--- src/rtl/vga_write_arbiter_pkg.sv ---
// -----------------------------------------------------------------------------
// vga_arb_pkg
// Shared types and defaults for the VGA pixel-write arbiter.
//   state_e      : arbiter FSM states (idle, granted burst, one-cycle gap)
//   *_DEF        : default requester count, pixel widths and timeout
//   idx_width()  : width of a requester index (at least one bit)
// -----------------------------------------------------------------------------
package vga_arb_pkg;

    typedef enum logic [1:0] {
        S_IDLE  = 2'd0,
        S_GRANT = 2'd1,
        S_GAP   = 2'd2
    } state_e;

    localparam int unsigned NUM_REQ_DEF = 6;
    localparam int unsigned X_W_DEF     = 8;
    localparam int unsigned Y_W_DEF     = 7;
    localparam int unsigned COLOR_W_DEF = 3;
    localparam int unsigned TIMEOUT_DEF = 64;

    function automatic int unsigned idx_width(input int unsigned n);
        return (n > 1) ? $clog2(n) : 1;
    endfunction

endpackage

--- src/rtl/vga_write_arbiter_if.sv ---
// -----------------------------------------------------------------------------
// vga_write_arbiter_if
// Bundle between the drawing datapaths (master) and the arbiter (slave).
//   req/px_valid/px_last : per-requester burst control, one bit each
//   px_x/px_y/px_color   : flattened pixel lanes, requester i at [i*W +: W]
//   grant                : one-hot (or zero) burst grant
//   vga_x/y/colour/plot  : registered write to the VGA adapter
//   busy/active_id/timeout_err : status
// -----------------------------------------------------------------------------
interface vga_write_arbiter_if
    import vga_arb_pkg::*;
#(
    parameter int unsigned NUM_REQ = NUM_REQ_DEF,
    parameter int unsigned X_W     = X_W_DEF,
    parameter int unsigned Y_W     = Y_W_DEF,
    parameter int unsigned COLOR_W = COLOR_W_DEF
);
    localparam int unsigned ID_W = idx_width(NUM_REQ);

    logic [NUM_REQ-1:0]         req;
    logic [NUM_REQ-1:0]         px_valid;
    logic [NUM_REQ-1:0]         px_last;
    logic [NUM_REQ*X_W-1:0]     px_x;
    logic [NUM_REQ*Y_W-1:0]     px_y;
    logic [NUM_REQ*COLOR_W-1:0] px_color;

    logic [NUM_REQ-1:0]         grant;
    logic [X_W-1:0]             vga_x;
    logic [Y_W-1:0]             vga_y;
    logic [COLOR_W-1:0]         vga_colour;
    logic                       vga_plot;
    logic                       busy;
    logic [ID_W-1:0]            active_id;
    logic                       timeout_err;

    modport master (
        output req, px_valid, px_last, px_x, px_y, px_color,
        input  grant, vga_x, vga_y, vga_colour, vga_plot, busy, active_id, timeout_err
    );

    modport slave (
        input  req, px_valid, px_last, px_x, px_y, px_color,
        output grant, vga_x, vga_y, vga_colour, vga_plot, busy, active_id, timeout_err
    );

endinterface

--- src/rtl/vga_write_arbiter_rr_picker.sv ---
// -----------------------------------------------------------------------------
// rr_picker
// Combinational winner selection for the arbiter.
//   req_i     : request vector
//   ptr_i     : round-robin start index
//   prio0_i   : when set, requester 0 wins whenever it requests
//   winner_o  : selected requester index (0 when nothing requests)
//   any_req_o : at least one request present
// -----------------------------------------------------------------------------
module rr_picker #(
    parameter int unsigned NUM_REQ = 6,
    parameter int unsigned ID_W    = 3
) (
    input  logic [NUM_REQ-1:0] req_i,
    input  logic [ID_W-1:0]    ptr_i,
    input  logic               prio0_i,
    output logic [ID_W-1:0]    winner_o,
    output logic               any_req_o
);

    logic            found;
    logic [ID_W-1:0] idx;

    always_comb begin
        winner_o = '0;
        found    = 1'b0;
        idx      = '0;
        // Walk upward from the pointer, wrapping; first hit wins.
        for (int unsigned k = 0; k < NUM_REQ; k++) begin
            idx = ID_W'((32'(ptr_i) + k) % NUM_REQ);
            if (!found && req_i[idx]) begin
                winner_o = idx;
                found    = 1'b1;
            end
        end
        if (prio0_i && req_i[0]) begin
            winner_o = '0;
        end
    end

    assign any_req_o = |req_i;

endmodule

--- src/rtl/vga_write_arbiter.sv ---
// -----------------------------------------------------------------------------
// vga_write_arbiter
// Shares the single VGA adapter pixel-write port among NUM_REQ drawers with
// burst-locked round-robin grants (requester 0 optionally prioritised).
//   clk    : clock
//   resetn : synchronous active-low reset
//   bus    : vga_write_arbiter_if slave modport (requests, pixel lanes,
//            grant, registered adapter write, status)
// -----------------------------------------------------------------------------
module vga_write_arbiter
    import vga_arb_pkg::*;
#(
    parameter int unsigned NUM_REQ = NUM_REQ_DEF,
    parameter int unsigned X_W     = X_W_DEF,
    parameter int unsigned Y_W     = Y_W_DEF,
    parameter int unsigned COLOR_W = COLOR_W_DEF,
    parameter int unsigned TIMEOUT = TIMEOUT_DEF,
    parameter bit          PRIO0   = 1'b1
) (
    input logic              clk,
    input logic              resetn,
    vga_write_arbiter_if.slave bus
);

    localparam int unsigned     ID_W    = idx_width(NUM_REQ);
    localparam int unsigned     CNT_W   = $clog2(TIMEOUT + 1);
    localparam logic [CNT_W-1:0] CNT_MAX = CNT_W'(TIMEOUT);

    state_e               state_q;
    logic [NUM_REQ-1:0]   grant_q;
    logic [ID_W-1:0]      id_q;
    logic [ID_W-1:0]      ptr_q;
    logic [CNT_W-1:0]     idle_q;
    logic                 plot_q;
    logic                 terr_q;
    logic [X_W-1:0]       x_q;
    logic [Y_W-1:0]       y_q;
    logic [COLOR_W-1:0]   c_q;

    logic [ID_W-1:0]      winner;
    logic [ID_W-1:0]      next_ptr;
    logic                 any_req;
    logic [CNT_W-1:0]     idle_inc;

    logic                 own_valid;
    logic                 own_last;
    logic                 own_req;
    logic [X_W-1:0]       own_x;
    logic [Y_W-1:0]       own_y;
    logic [COLOR_W-1:0]   own_c;

    rr_picker #(
        .NUM_REQ (NUM_REQ),
        .ID_W    (ID_W)
    ) u_picker (
        .req_i     (bus.req),
        .ptr_i     (ptr_q),
        .prio0_i   (PRIO0),
        .winner_o  (winner),
        .any_req_o (any_req)
    );

    // Lane of the current burst owner.
    assign own_valid = bus.px_valid[id_q];
    assign own_last  = bus.px_last[id_q];
    assign own_req   = bus.req[id_q];
    assign own_x     = bus.px_x[32'(id_q) * X_W +: X_W];
    assign own_y     = bus.px_y[32'(id_q) * Y_W +: Y_W];
    assign own_c     = bus.px_color[32'(id_q) * COLOR_W +: COLOR_W];

    assign next_ptr = (32'(winner) == NUM_REQ - 1) ? '0 : winner + 1'b1;
    assign idle_inc = (idle_q == CNT_MAX) ? CNT_MAX : idle_q + 1'b1;

    always_ff @(posedge clk) begin
        if (!resetn) begin
            state_q <= S_IDLE;
            grant_q <= '0;
            id_q    <= '0;
            ptr_q   <= '0;
            idle_q  <= '0;
            plot_q  <= 1'b0;
            terr_q  <= 1'b0;
            x_q     <= '0;
            y_q     <= '0;
            c_q     <= '0;
        end else begin
            plot_q <= 1'b0;
            unique case (state_q)
                S_IDLE: begin
                    if (any_req) begin
                        state_q <= S_GRANT;
                        grant_q <= NUM_REQ'(1) << winner;
                        id_q    <= winner;
                        ptr_q   <= next_ptr;
                        idle_q  <= '0;
                    end
                end
                S_GRANT: begin
                    if (own_valid) begin
                        plot_q <= 1'b1;
                        x_q    <= own_x;
                        y_q    <= own_y;
                        c_q    <= own_c;
                        idle_q <= '0;
                    end else begin
                        idle_q <= idle_inc;
                    end
                    // A dropped request ends the burst even if it would also time out.
                    if ((own_valid && own_last) || !own_req) begin
                        state_q <= S_GAP;
                        grant_q <= '0;
                    end else if (!own_valid && idle_inc == CNT_MAX) begin
                        state_q <= S_GAP;
                        grant_q <= '0;
                        terr_q  <= 1'b1;
                    end
                end
                S_GAP: begin
                    state_q <= S_IDLE;
                end
                default: begin
                    state_q <= S_IDLE;
                    grant_q <= '0;
                end
            endcase
        end
    end

    assign bus.grant       = grant_q;
    assign bus.vga_x       = x_q;
    assign bus.vga_y       = y_q;
    assign bus.vga_colour  = c_q;
    assign bus.vga_plot    = plot_q;
    assign bus.busy        = (state_q == S_GRANT);
    assign bus.active_id   = id_q;
    assign bus.timeout_err = terr_q;

endmodule

--- src/flat_wrapper.sv ---
// flat-port wrapper written by rule: the top's interface ports become plain ports
module vga_write_arbiter_flat import vga_arb_pkg::*;
#(
    parameter int unsigned NUM_REQ = NUM_REQ_DEF,
    parameter int unsigned X_W     = X_W_DEF,
    parameter int unsigned Y_W     = Y_W_DEF,
    parameter int unsigned COLOR_W = COLOR_W_DEF,
    parameter int unsigned TIMEOUT = TIMEOUT_DEF,
    parameter bit          PRIO0   = 1'b1
)
  (clk, resetn, bus_req, bus_px_valid, bus_px_last, bus_px_x, bus_px_y, bus_px_color, bus_grant, bus_vga_x, bus_vga_y, bus_vga_colour, bus_vga_plot, bus_busy, bus_active_id, bus_timeout_err);
  vga_write_arbiter_if #(.NUM_REQ(NUM_REQ), .X_W(X_W), .Y_W(Y_W), .COLOR_W(COLOR_W)) bus_i ();
  input logic clk;
  input logic resetn;
  input wire logic [$bits(bus_i.req)-1:0] bus_req;
  input wire logic [$bits(bus_i.px_valid)-1:0] bus_px_valid;
  input wire logic [$bits(bus_i.px_last)-1:0] bus_px_last;
  input wire logic [$bits(bus_i.px_x)-1:0] bus_px_x;
  input wire logic [$bits(bus_i.px_y)-1:0] bus_px_y;
  input wire logic [$bits(bus_i.px_color)-1:0] bus_px_color;
  output wire logic [$bits(bus_i.grant)-1:0] bus_grant;
  output wire logic [$bits(bus_i.vga_x)-1:0] bus_vga_x;
  output wire logic [$bits(bus_i.vga_y)-1:0] bus_vga_y;
  output wire logic [$bits(bus_i.vga_colour)-1:0] bus_vga_colour;
  output wire logic [$bits(bus_i.vga_plot)-1:0] bus_vga_plot;
  output wire logic [$bits(bus_i.busy)-1:0] bus_busy;
  output wire logic [$bits(bus_i.active_id)-1:0] bus_active_id;
  output wire logic [$bits(bus_i.timeout_err)-1:0] bus_timeout_err;
  assign bus_i.req = bus_req;
  assign bus_i.px_valid = bus_px_valid;
  assign bus_i.px_last = bus_px_last;
  assign bus_i.px_x = bus_px_x;
  assign bus_i.px_y = bus_px_y;
  assign bus_i.px_color = bus_px_color;
  assign bus_grant = bus_i.grant;
  assign bus_vga_x = bus_i.vga_x;
  assign bus_vga_y = bus_i.vga_y;
  assign bus_vga_colour = bus_i.vga_colour;
  assign bus_vga_plot = bus_i.vga_plot;
  assign bus_busy = bus_i.busy;
  assign bus_active_id = bus_i.active_id;
  assign bus_timeout_err = bus_i.timeout_err;
  vga_write_arbiter #(.NUM_REQ(NUM_REQ), .X_W(X_W), .Y_W(Y_W), .COLOR_W(COLOR_W), .TIMEOUT(TIMEOUT), .PRIO0(PRIO0)) u_core (.clk(clk), .resetn(resetn), .bus(bus_i));
endmodule
--- config.mk ---
export PLATFORM = sky130hd
export DESIGN_NAME = vga_write_arbiter_flat
export DESIGN_NICKNAME = d
export VERILOG_FILES = /design/src/rtl/vga_write_arbiter_pkg.sv /design/src/rtl/vga_write_arbiter_if.sv /design/src/rtl/vga_write_arbiter_rr_picker.sv /design/src/rtl/vga_write_arbiter.sv /design/src/flat_wrapper.sv
export SDC_FILE = /design/constraint.sdc
export NUM_CORES = 1
export LEC_CHECK = 0
export CORE_ASPECT_RATIO = 0.75
export CORE_MARGIN = 2
export CORE_UTILIZATION = 47
export DETAILED_ROUTE_END_ITERATION = 6
export PLACE_DENSITY = 0.95
export SLEW_MARGIN = 15
export SYNTH_ARGS = -nofsm -noshare
export SYNTH_HDL_FRONTEND = slang
export SYNTH_SLANG_ARGS = --single-unit
--- constraint.sdc ---
create_clock -name clk -period 13.1 [get_ports clk]
set_clock_uncertainty 0.15 [all_clocks]
set_input_delay 2.62 -clock clk [delete_from_list [all_inputs] [get_ports clk]]
set_output_delay 2.62 -clock clk [all_outputs]
set_load 0.01 [all_outputs]
==> impl_metrics.py, run 1 <==
metrics = {
    "layout": {
        "multi_input_area_mm2": 0.00270,
        "most-common-layout-cells": "157 x clkdlybuf4s50_1, 52 x nor2_1, 40 x dfxtp_1",
        "fin_nets": 713,
        "drive_above_1_share_pct": 13.3,
        "antennaDiodeCount": 0,
        "syn_to_final_growth_pct": 46.1,
        "nFillCells": 548,
        "seq_area_um2": 822,
        "layout.cells.most_common": "clkdlybuf4s50_1",
        "final_cells": 667,
    },
    "clock_network": {
        "cts_buffers": 5,
        "htreeDepth": 2,
        "clock_sinks": 41,
        "post_cts_resized": 0,
        "clk_pin_slew_worst_paths_ns": 0.08,
        "cts_root_buf": "clkbuf_8",
        "clk_path_buf_depth": 2,
        "clkLatencyLatePin_ns": 0.30,
        "hold_buffers": 0,
        "cts_setup_buffers": 0,
        "cts_tree": "yes",
    },
    "timing": {
        "whs_ns": 0.346,
        "grt_setup_unrepaired": "no",
        "period_share_pct": 46.4,
        "max_freq_ghz": 0.164,
        "tightest_slew_ns": 1.09,
        "setup_viol": 0,
        "final_max_slew_viol_count": 0,
        "hold_violations": 0,
        "fin_setup_tns_ns": 0,
        "min_period_ns": 6.08,
        "slew_headroom_pct": 27.3,
    },
    "logic_synthesis": {
        "synth_seq_cells": 41,
        "synth_flop_cell": "dfxtp_1",
        "syn_area_mm2": 0.00370,
        "ys_seq_area_share_pct": 22.2,
        "synth.top_cell.area_share_pct": 22.2,
        "async_reset_ff_share_pct": 0,
        "synth_top_area_cell": "dfxtp_1",
        "netlist_top_cells_area": "dfxtp_1 22%, mux4_2 12%, mux2_2 7.0%",
        "synth_edf_count": 0,
        "synth_cell_types": 68,
        "syn_avg_cell_area_um2": 8.76,
        "syn_inst": 423,
        "synth_fp_nets": 571,
        "ys_warn_count": 0,
    },
    "detailed_routing": {
        "via_per_inst": 6.07,
        "drtPass1Iterations": 5,
        "final_antenna_net_count": 0,
        "vias": 4046,
        "drtIter0Drc": 306,
        "drc_errors": 0,
        "routedWlPerCell_um": 19.6,
        "drt-total-wl_um": 13100,
    },
    "global_routing": {
        "grt_overflow": 0,
        "grt_pass1_vias": 4122,
        "grt_pass1_wl_um": 20200,
        "grt_antenna_before_repair": 0,
        "track_usage_pct": 29.9,
        "grt_max_degree": 46,
    },
    "critical_path": {
        "cp.arrival_ns": 6.13,
        "critPathCaptureType": "flop",
        "cp.buffers_inverters": 2,
        "max_stage_delay_ns": 0.50,
        "path_max_fanout": 5,
        "crit_chain": "clkdlybuf4s50_1 -> mux2i_1 -> nand2b_1 -> a2bb2oi_1 -> a31oi_1 -> o21ai_0 -> or3_1 -> o31ai_1 -> nor2_1 -> ha_1 -> ha_1 -> inv_1 -> nand4b_1 -> o31ai_1 -> a41o_1",
        "critPathLaunchType": "input port",
        "cp_top_family": "compound AO/OA/AOI/OAI gates",
        "crit_required_ns": 13.15,
        "cpMaxStageDelayCell": "clkdlybuf4s50_1",
        "crit_type": "input port to flop",
    },
    "placed_design": {
        "port_buffers": 157,
        "dp_hpwl_um": 10500,
        "dp_cells": 659,
        "globalplace.congestion": 0.881,
    },
    "floorplanning": {
        "core_mm2": 0.00750,
        "ioPinCount": 158,
        "fp.dieW_um": 107,
        "start_util_pct": 49.4,
        "core.rowCount": 27,
        "die_area_mm2": 0.00861,
        "die-height_um": 80.9,
    },
    "run": {
        "drv_cap": 0,
    },
    "power": {
        "p_per_area_mw_per_mm2": 161,
        "vdd_ir_drop_max_mv": 0.0938,
        "p_leak_uw": 0.00203,
        "power_uw": 870,
    },
    "outcome": {
        "outcome": "complete, no violations",
    },
    "hold_path": {
        "hold_path.class": "flop to flop",
    },
}
==> power breakdown <==
part | switching [µW] | internal (µW) | leakage [µW]
clock network | 46.6 | 37.6 | 0.0000374
registers | 32.1 | 153 | 0.000335
logic | 312 | 289 | 0.00166
total | 391 | 479 | 0.00203
==> sequential cells by signal, indices dropped and copies added (netlist names) <==
register	count
u_core.bus.timeout_err	1
u_core.bus.vga_x	8
u_core.bus.vga_y	7
u_core.ptr_q	3
u_core.idle_q	7
u_core.bus.vga_colour	3
u_core.state_q	2
u_core.bus.active_id	3
u_core.bus.vga_plot	1
u_core.bus.grant	6
==> layer usage <==
metal	global-route usage, %	up-vias	wire, µm
li1	-	1893	-
met1	34.6	1932	5150
met2	55.3	193	6600
met3	8.11	28	1020
met4	8.31	0	310
met5	0	-	0
==> cells in the mapped netlist (2+ instances only) <==
library cell,instances
nor2_1,54
dfxtp_1,41
a211oi_1,23
mux2_2,23
a22oi_1,21
ha_1,20
nand2_1,20
a21oi_1,19
mux4_2,19
inv_1,18
clkbuf_1,17
nand2b_1,9
nor3_1,9
o21ai_0,9
nand3_1,8
and3_1,7
nor2b_1,6
o211ai_1,6
a2bb2oi_1,5
and2_1,5
mux2i_1,5
or3_1,5
a32o_1,4
o31ai_1,4
a31oi_1,3
buf_1,3
buf_2,3
inv_2,3
nand3b_1,3
o211a_1,3
a211o_1,2
a21o_1,2
a21oi_2,2
a31o_2,2
nand3_2,2
nand4b_1,2
nor4_1,2
nor4b_1,2
xnor2_1,2
xor2_1,2
==> worst paths after layout <==
path / startpoint / to / slack (ns) / cells past startpoint
setup / recovery: bus_req[0] / u_core.ptr_q[2]$_SDFFE_PN0P_ / 7.02 / 15
hold / removal: u_core.bus.grant[1]$_SDFFE_PN0P_ / u_core.bus.grant[1]$_SDFFE_PN0P_ / 0.35 / 1
setup reg to reg: u_core.ptr_q[2]$_SDFFE_PN0P_ / u_core.ptr_q[2]$_SDFFE_PN0P_ / 7.99 / 19
hold reg to reg: u_core.bus.grant[1]$_SDFFE_PN0P_ / u_core.bus.grant[1]$_SDFFE_PN0P_ / 0.35 / 1
==> worst reg2reg max path: stages, from the launching register on <==
cell	delay [ns]
dfxtp_1	0.75
inv_1	0.21
ha_1	0.31
a21oi_2	0.26
inv_2	0.09
ha_1	0.33
nand4bb_1	0.19
a21oi_1	0.15
a2bb2oi_1	0.35
o211a_1	0.19
o21ai_0	0.15
or3_1	0.45
o31ai_1	0.34
nor2_1	0.13
ha_1	0.21
ha_1	0.28
inv_1	0.06
nand4b_1	0.09
o31ai_1	0.08
a41o_1	0.24
==> stage by stage <==
stage          setup slack, ns  cell area (µm²)  util (%)
2_1_floorplan             7.64             3700         -
3_3_place_gp              6.94             5320      70.9
3_5_place_dp              6.75             5320      70.9
4_1_cts                   7.05             5410      72.1
5_1_grt                   6.72             5410      72.2
6_report                  7.02             5410      72.2
==> layout make-up <==
class	count	area share, %
Clock buffer	6	1.34
Clock inverter	2	0.277
Inverter	21	1.46
Multi-Input combinational cell	336	49.9
Sequential cell	41	15.2
Tap cell	101	2.34
Timing Repair Buffer	160	29.5
==> kinds of logic after synthesis <==
family / Yosys count / synth area share [%]
AND/OR/NAND/NOR: 142 / 19.7
AO/OA/AOI/OAI: 120 / 23.9
multiplexers: 48 / 20.3
buffers and inverters: 46 / 5.07
flip-flops: 41 / 22.2
adder cells (fa/ha/maj): 20 / 6.76
XOR/XNOR: 6 / 2.13
Note: power is estimated with default switching activity, not from simulation.
==> run 2: changes to the inputs <==
- CORE_UTILIZATION: 47 -> 39
- PLACE_DENSITY: 0.95 -> 0.86
- clock period: 13.1 -> 4.9 ns (I/O delays scaled with it)
==> impl_metrics.py, run 2 (synthesis gave the netlist of run 1 again) <==
metrics = {
    "outcome": {
        "outcome": "complete, no violations",
    },
    "layout": {
        "syn_to_final_growth_pct": 50.6,
        "fin_nets": 717,
        "drive_above_1_share_pct": 14.0,
        "nFillCells": 757,
        "final_cells": 698,
        "multi_input_area_mm2": 0.00270,
        "most-common-layout-cells": "157 x clkdlybuf4s50_1, 52 x nor2_1, 40 x dfxtp_1",
        "largest_reg_flops": 8,
        "seq_area_um2": 822,
        "antennaDiodeCount": 0,
        "layout.cells.most_common": "clkdlybuf4s50_1",
    },
    "clock_network": {
        "cts_root_buf": "clkbuf_16",
        "cts_tree": "yes",
        "clk_path_buf_depth": 2,
        "htreeDepth": 2,
        "clk_pin_slew_worst_paths_ns": 0.06,
        "hold_buffers": 0,
        "clkLatencyLatePin_ns": 0.28,
        "cts_buffers": 5,
        "clock_sinks": 41,
    },
    "detailed_routing": {
        "drtPass1Iterations": 5,
        "final_antenna_net_count": 0,
        "drtIter0Drc": 257,
        "drc_errors": 0,
        "via_per_inst": 5.69,
        "drt-total-wl_um": 12000,
        "routedWlPerCell_um": 17.2,
        "vias": 3975,
    },
    "critical_path": {
        "crit_chain": "ha_1 -> xnor2_4 -> inv_2 -> ha_1 -> nand2b_1 -> or3_1 -> nand4b_1 -> a21oi_2 -> nand3b_4 -> or3_1 -> o31ai_1 -> nor2_1 -> ha_1 -> ha_1 -> inv_1 -> nand4b_1 -> o31ai_1 -> a41o_1",
        "cp.buffers_inverters": 2,
        "r2r-start": "u_core.ptr_q[1]$_SDFFE_PN0P_",
        "crit_type": "flop to flop",
        "cp.arrival_ns": 4.61,
        "cpMaxStageDelayCell": "dfxtp_1",
        "max_stage_delay_ns": 0.51,
        "r2r-end": "u_core.ptr_q[2]$_SDFFE_PN0P_",
        "cp_top_family": "simple AND/OR/NAND/NOR gates",
        "ff2ff_setup_slack_ns": 0.31,
        "critPathCaptureType": "flop",
        "cpMostUsedCell": "ha_1",
        "ff2ff_path_depth": 18,
        "critPathLaunchType": "flop",
        "crit_required_ns": 4.92,
        "path_max_fanout": 9,
    },
    "placed_design": {
        "globalplace.congestion": 0.922,
        "dp_hpwl_um": 9540,
        "port_buffers": 157,
        "dp_cells": 690,
    },
    "floorplanning": {
        "start_util_pct": 40.6,
        "core_mm2": 0.00912,
        "fp.dieW_um": 117,
        "die-height_um": 88.4,
        "die_area_mm2": 0.0103,
        "core.rowCount": 30,
        "ioPinCount": 158,
    },
    "timing": {
        "hold_violations": 0,
        "fin_setup_tns_ns": 0,
        "grt_setup_unrepaired": "no",
        "period_share_pct": 93.7,
        "slew_headroom_pct": 44.2,
        "final_max_slew_viol_count": 0,
        "max_freq_ghz": 0.218,
        "setup_viol": 0,
        "whs_ns": 0.333,
        "min_period_ns": 4.59,
        "tightest_slew_ns": 0.836,
    },
    "global_routing": {
        "grt_pass1_wl_um": 18100,
        "grt_antenna_before_repair": 0,
        "grt_max_degree": 46,
        "track_usage_pct": 22.3,
        "grt_pass1_vias": 3813,
        "grt_overflow": 0,
    },
    "run": {
        "drv_cap": 0,
    },
    "hold_path": {
        "worstHoldStart": "u_core.bus.grant[1]$_SDFFE_PN0P_",
        "hold_path.class": "flop to flop",
        "hold_depth": 1,
        "min_to": "u_core.bus.grant[1]$_SDFFE_PN0P_",
    },
    "power": {
        "p_leak_uw": 0.00211,
        "vdd_ir_drop_max_mv": 0.212,
        "p_per_area_mw_per_mm2": 447,
    },
}
[run 2: cell types whose count changed in the layout (fill, tap and decap cells not counted), moves of 2 or more]
cell        before  now
clkinvlp_4       2    0
buf_4            3    7
clkbuf_16        0    5
bufinv_16        0    2
clkbuf_8         5    0
[run 2: metal layers]
metal / track usage [%] / vias up / part of all wire (%)
met2: 38.0 / 194 / 48
li1: - / 1893 / -
met3: 4.52 / 17 / 8.5
met5: 0 / - / 0
met1: 29.5 / 1871 / 42
met4: 4.65 / 0 / 1.2
[run 2: how the worst max path moves through the flow]
stage	from	endpoint	slack, ns	depth (start not counted)
floorplan	u_core.ptr_q[1]$_SDFFE_PN0P_	u_core.ptr_q[2]$_SDFFE_PN0P_	0.80	19
CTS	u_core.ptr_q[1]$_SDFFE_PN0P_	u_core.ptr_q[2]$_SDFFE_PN0P_	0.30	19
detailed placement	bus_req[0]	u_core.ptr_q[2]$_SDFFE_PN0P_	0.32	15
global placement	bus_req[0]	u_core.ptr_q[2]$_SDFFE_PN0P_	0.44	15
global route	u_core.ptr_q[1]$_SDFFE_PN0P_	u_core.ptr_q[2]$_SDFFE_PN0P_	0.05	18
finish	u_core.ptr_q[1]$_SDFFE_PN0P_	u_core.ptr_q[2]$_SDFFE_PN0P_	0.31	18
[run 2: final cells by class]
cell class                      instances  area share [%]
Inverter                               21            1.41
Multi-Input combinational cell        336            48.5
Clock inverter                          3            1.17
Timing Repair Buffer                  164            29.1
Clock buffer                            5            2.24
Tap cell                              128            2.87
Sequential cell                        41            14.7
[run 2: per-stage QoR]
step	instance area, µm²	utilization, %	total power, µW	setup WS, ns
3_3_place_gp	5380	59.0	2000	0.438
5_1_grt	5580	61.2	2660	0.0511
4_1_cts	5570	61.1	2480	0.303
3_5_place_dp	5380	59.0	2050	0.316
2_1_floorplan	3700	-	1570	0.797
6_report	5580	61.2	2490	0.310
[run 2: power breakdown]
part	leakage, µW	total, µW	switching, µW	internal (µW)
clock	0.0000938	417	126	291
combinational	0.00168	1610	828	778
sequential	0.000335	468	58.9	409
[run 2: timing repair]
item | CTS | global route
setup buffers | 0 | 0
endpoints found under the setup margin | 0 | 1
hold endpoints to repair | 0 | 0
resized for setup | 0 | 1
